==> src/rtl/perceptron_pkg.sv <==
// Shared types and constants for the perceptron predictor training path.
// Weight rows are packed with w[i] at bits [i*WIDTH +: WIDTH].
package perceptron_pkg;

    localparam int N     = 62;
    localparam int WIDTH = 8;
    localparam int INDEX = 6;
    localparam int YW    = WIDTH + $clog2(N) + 1;
    localparam int THETA = 131;

    typedef logic signed [WIDTH-1:0] weight_t;
    typedef logic [N-1:0][WIDTH-1:0] row_t;

    typedef struct packed {
        logic [INDEX-1:0]     idx;
        logic [N-2:0]         hist;
        logic signed [YW-1:0] y;
        logic                 taken;
    } train_req_t;

    typedef enum logic [1:0] {
        IDLE,
        READ,
        CALC,
        WRITE
    } train_state_e;

    // Adding +/-1 to an in-range weight overflows only when the top two bits differ.
    function automatic weight_t sat_add(input weight_t w, input logic up);
        logic signed [WIDTH:0] d;
        logic signed [WIDTH:0] s;
        d = up ? (WIDTH+1)'(1) : '1;
        s = $signed({w[WIDTH-1], w}) + d;
        if (s[WIDTH] != s[WIDTH-1])
            return s[WIDTH] ? {1'b1, {(WIDTH-1){1'b0}}}
                            : {1'b0, {(WIDTH-1){1'b1}}};
        return s[WIDTH-1:0];
    endfunction

endpackage

==> src/rtl/perceptron_train_ctrl_fifo.sv <==
// Request FIFO holding resolved-branch training requests.
// A push while full is dropped; the producer must honour full.
module train_fifo
    import perceptron_pkg::*;
#(
    parameter int DEPTH = 4
) (
    input  logic       clk,
    input  logic       rst_n,
    input  logic       push,
    input  train_req_t wdata,
    input  logic       pop,
    output train_req_t rdata,
    output logic       full,
    output logic       empty
);

    localparam int AW = $clog2(DEPTH);

    train_req_t     mem [DEPTH];
    logic [AW-1:0]  wptr;
    logic [AW-1:0]  rptr;
    logic [AW:0]    count;
    logic           wr;
    logic           rd;

    assign full  = (count == (AW+1)'(DEPTH));
    assign empty = (count == '0);
    assign wr    = push && !full;
    assign rd    = pop && !empty;
    assign rdata = mem[rptr];

    always_ff @(posedge clk) begin
        if (!rst_n) begin
            wptr  <= '0;
            rptr  <= '0;
            count <= '0;
        end else begin
            if (wr)
                wptr <= wptr + AW'(1);
            if (rd)
                rptr <= rptr + AW'(1);
            unique case ({wr, rd})
                2'b10:   count <= count + (AW+1)'(1);
                2'b01:   count <= count - (AW+1)'(1);
                default: count <= count;
            endcase
        end
    end

    always_ff @(posedge clk) begin
        if (wr)
            mem[wptr] <= wdata;
    end

endmodule

==> src/rtl/perceptron_train_ctrl.sv <==
// Perceptron weight-table training controller: queue, decide, read,
// saturate-update and write back, yielding the index port to lookups.
module perceptron_train_ctrl
    import perceptron_pkg::*;
#(
    parameter int DEPTH = 4
) (
    input  logic                 clk,
    input  logic                 rst_n,
    input  logic                 train_valid,
    output logic                 train_ready,
    input  logic [INDEX-1:0]     train_idx,
    input  logic [N-2:0]         train_hist,
    input  logic signed [YW-1:0] train_y,
    input  logic                 train_taken,
    input  logic                 pred_req,
    input  logic [INDEX-1:0]     pred_idx,
    output logic [INDEX-1:0]     tbl_idx,
    input  logic [N*WIDTH-1:0]   tbl_rdata,
    output logic                 tbl_we,
    output logic [N*WIDTH-1:0]   tbl_wdata,
    output logic                 busy,
    output logic [15:0]          train_cnt
);

    train_state_e state_q;
    train_state_e state_d;
    train_req_t   push_req;
    train_req_t   head;
    logic         full;
    logic         empty;
    logic         pop;
    logic         need;
    logic         latch;

    logic [INDEX-1:0]     idx_q;
    logic [N-2:0]         hist_q;
    logic                 taken_q;
    row_t                 row_q;
    row_t                 wdata_q;
    row_t                 new_row;
    logic [15:0]          cnt_q;
    logic signed [YW:0]   y_ext;
    logic signed [YW:0]   y_abs;

    assign push_req = '{idx: train_idx, hist: train_hist,
                        y: train_y, taken: train_taken};

    train_fifo #(.DEPTH(DEPTH)) u_fifo (
        .clk   (clk),
        .rst_n (rst_n),
        .push  (train_valid),
        .wdata (push_req),
        .pop   (pop),
        .rdata (head),
        .full  (full),
        .empty (empty)
    );

    // One extra bit keeps |most-negative y| representable.
    assign y_ext = {head.y[YW-1], head.y};
    assign y_abs = y_ext[YW] ? -y_ext : y_ext;
    assign need  = (head.y[YW-1] == head.taken)
                || (y_abs <= (YW+1)'(THETA));
    assign latch = (state_q == IDLE) && !empty && need;

    always_ff @(posedge clk) begin
        if (!rst_n)
            state_q <= IDLE;
        else
            state_q <= state_d;
    end

    always_comb begin
        state_d = state_q;
        pop     = 1'b0;
        unique case (state_q)
            IDLE: begin
                if (!empty) begin
                    pop = 1'b1;
                    if (need)
                        state_d = READ;
                end
            end
            READ:    if (!pred_req) state_d = CALC;
            CALC:    state_d = WRITE;
            WRITE:   if (!pred_req) state_d = IDLE;
            default: state_d = IDLE;
        endcase
    end

    always_comb begin
        tbl_idx = pred_req ? pred_idx : idx_q;
        tbl_we  = (state_q == WRITE) && !pred_req;
    end

    always_comb begin
        new_row    = '0;
        new_row[0] = sat_add(row_q[0], taken_q);
        for (int i = 1; i < N; i++)
            new_row[i] = sat_add(row_q[i], hist_q[i-1] ~^ taken_q);
    end

    always_ff @(posedge clk) begin
        if (!rst_n) begin
            idx_q   <= '0;
            hist_q  <= '0;
            taken_q <= 1'b0;
            row_q   <= '0;
            wdata_q <= '0;
            cnt_q   <= '0;
        end else begin
            if (latch) begin
                idx_q   <= head.idx;
                hist_q  <= head.hist;
                taken_q <= head.taken;
            end
            if (state_q == READ && !pred_req)
                row_q <= tbl_rdata;
            if (state_q == CALC)
                wdata_q <= new_row;
            if (tbl_we)
                cnt_q <= cnt_q + 16'd1;
        end
    end

    assign train_ready = !full;
    assign busy        = (state_q != IDLE) || !empty;
    assign tbl_wdata   = wdata_q;
    assign train_cnt   = cnt_q;

endmodule

==> config.mk <==
export PLATFORM = sky130hd
export DESIGN_NAME = perceptron_train_ctrl
export DESIGN_NICKNAME = d
export VERILOG_FILES = /design/src/rtl/perceptron_pkg.sv /design/src/rtl/perceptron_train_ctrl_fifo.sv /design/src/rtl/perceptron_train_ctrl.sv
export SDC_FILE = /design/constraint.sdc
export NUM_CORES = 2
export LEC_CHECK = 0
export BUFFER_PORTS_ARGS = -buffer_cell sky130_fd_sc_hd__buf_4
export CAP_MARGIN = 20
export CORE_AREA = 2 2 434 436
export CTS_CLUSTER_DIAMETER = 100
export DETAILED_ROUTE_END_ITERATION = 10
export DIE_AREA = 0 0 436 438
export GPL_ROUTABILITY_DRIVEN = 0
export PLACE_DENSITY = 0.69
export SETUP_SLACK_MARGIN = 0.15
export SLEW_MARGIN = 20
export SYNTH_ARGS = -nofsm -noshare
export SYNTH_HDL_FRONTEND = slang
export SYNTH_HIERARCHICAL = 1
export SYNTH_SLANG_ARGS = --single-unit
==> constraint.sdc <==
create_clock -name clk -period 4.78 [get_ports clk]
set_input_delay 0.717 -clock clk [delete_from_list [all_inputs] [get_ports clk]]
set_output_delay 0.717 -clock clk [all_outputs]
set_load 0.005 [all_outputs]
==> results.toml <==
[sta]
grt_setup_unrepaired = "false"
tns_ns = 0
maxSlewViolCount = 0
setup_viol = 0
hold_violations = 0
fmax_mhz = 249
whs_ns = 0.101
finalCritPeriodShare_pct = 84.2
fin_crit_ns = 4.02
skew_ns = 0.0383
worstMarginPinSlew_ns = 1.14
slew_headroom_pct = 23.9

[routing]
routed_wl_um = 245000
via_per_inst = 5.39
drtPass1Iterations = 6
wl_per_cell_um = 21.7
drc = 0
vias = 60866
drt_iter0_markers = 3788
ant_nets = 0

[logic_synthesis]
syn_avg_cell_area_um2 = 9.27
yosysTopAreaCell = "dfxtp_1"
async_reset_ff_share_pct = 0
yosys_warnings = 6
ys_ff_latch = 1419
yosys-top-cells-area = "dfxtp_1 31%, edfxtp_1 14%, ha_1 7.9%, nand2_1 7.4%, a21oi_1 5.7%"
synth_common_cells = "1406 x nand2_1, 1087 x dfxtp_1, 804 x a21oi_1, 446 x ha_1, 398 x o21ai_0"
synth_most_common_cell = "nand2_1"
synth_top_cell_area_share_pct = 30.6
synth_fp_nets = 8761
synth_cells = 7663
ys_types = 73
netlist_area_um2 = 71000
synth-edff-count = 332
ys_seq_area_share_pct = 44.7
ys.flop_type = "dfxtp_1"

[finish]
area_growth_pct = 23.2
post-route-util_pct = 46.9
nets = 9736
drive_gt1_share_pct = 17.7
stdcell_area_um2 = 87500
nFillCells = 17533

[global_routing]
grt_util_met1_pct = 29.3
grt_use_met3_pct = 7.08
grt-ovfl-total = 0
grt_max_degree = 187
grt_usage_pct = 24.6
first_global_vias = 58764
use_met2_pct = 38.4
antenna_found_initial = 62
grt_pass1_wl_um = 361000
top_usage_layer = "met2"

[run]
drv_cap = 0

[floorplan]
placementRows = 159
core-area_um2 = 187000
die_y_um = 438
die_w_um = 436
num_io_pins = 1110
die-area_um2 = 191000
start_util_pct = 38.1

[clock_tree]
clkSinkCount = 1419
cts.path.max_buffers = 3
postCtsResizedCells = 0
cts_buffers = 166
htreeDepth = 4
cts_setup_buffers = 0
cts_hold_buf = 0
clkTransAtPathRegs_ns = 0.06
ctsRootBufferMaster = "clkbuf_16"
clk_latency_ns = 0.82
cts_tree = "built"

[power]
p_leak_uw = 0.0347
ir_worst_vdd_v = 0.000377
p_per_area_nw_per_um2 = 585
power.total_uw = 51200

[placed_design]
place_area_um2 = 81800
port_buffers = 1109
dp_hpwl_um = 185000

[run_status]
status = "finished, final reports clean"

[critical_path]
crit_buf_inv = 2
worstSetupPathType = "flop to flop"
cpMaxStageDelayCell = "dfxtp_4"
endpoint_kind = "flop"
crit_path_start_kind = "flop"
cp_top_family = "simple AND/OR/NAND/NOR gates"
required_ns = 5.49
crit_path_max_fanout = 70
arrival_ns = 4.74
slowest_delay_ns = 0.63
crit_chain = "mux4_2, inv_1, ha_1, nor4b_2, a21oi_1, o22a_1, a211oi_1, a311oi_1, nor3b_4, buf_12, nand3_1, o21ai_1"

[hold_path]
hold_start = "train_idx[1]"
hold_path_class = "input port to flop"
-- cell families after synthesis --
logic type | share of synthesized area, %
and+or+nand+nor | 13.8
xor gates and xnor gates | 4.66
buffers and inverters | 4.10
DFF | 44.7
adders and majority gates | 12.5
AOI/OAI and AO/OA | 17.1
muxes | 3.19
-- registers in the layout, indices dropped and copies added (netlist names), named ones only --
signal	flops
tbl_wdata	496
taken_q	1
u_fifo/count	3
u_fifo/rptr	2
state_q	2
hist_q	61
u_fifo/mem	332
u_fifo/wptr	2
row_q	496
idx_q	6
train_cnt	16
-- power breakdown --
group          switching [uW]  leakage, uW  internal (uW)
clock network            5350      0.00276           7670
logic                   12800       0.0201           9380
registers                1650       0.0119          14400
-- worst paths after layout --
kind | endpoint | slack (ns) | cells past startpoint
worst max-delay path | hist_q[49] | 0.76 | 12
worst max register to register | hist_q[49] | 0.76 | 12
worst min register to register | idx_q[1] | 0.45 | 2
worst min-delay path | u_fifo/mem[2][78] | 0.10 | 1
-- per-stage QoR --
stage,instances,setup WS (ns)
5_1_grt,11295,0.368
6_report,11297,0.757
2_1_floorplan,7663,1.12
3_3_place_gp,10965,0.865
3_5_place_dp,10965,0.807
4_1_cts,11265,0.762
-- layout make-up --
class,count,area (um2),area share [%]
diodes,32,80.1,0.0915
multi-input cells,5493,36500,41.7
inverters,394,1490,1.70
clock buffers,227,4730,5.40
repair buffers,1164,9010,10.3
well taps,2495,3120,3.57
flip-flops and latches,1419,31700,36.3
clock inverters,73,902,1.03
-- layout by cell type, fill, tap and decap left out, types with 33 or more instances in the layout --
cell type  count
dfxtp_1     1084
nand3_1       96
a21oi_1      804
a21boi_0     114
ha_1         445
maj3_1       203
xnor2_1      178
a21o_1        69
o211ai_1     209
mux2i_1       33
a31oi_1       58
clkbuf_16    169
or3_1         43
edfxtp_1     332
inv_1        393
o21a_1        49
nor2_1       353
o21ai_0      398
a211oi_1      49
nand3b_1      43
nand2b_1      33
o22ai_1       35
a221o_1       71
mux4_2        83
nand2_1     1406
nor2b_1      105
fa_1          63
buf_4       1142
xor2_1       200
nor3_1        74
-- layer usage --
metal	share of wire (%)	up-vias	wire [um]
li1	-	29011	-
met1	40	29123	98300
met2	45	1971	110000
met3	7.4	705	18200
met4	7.3	56	18000
met5	0.15	-	373
No activity file was read; power rests on OpenSTA's default activity.
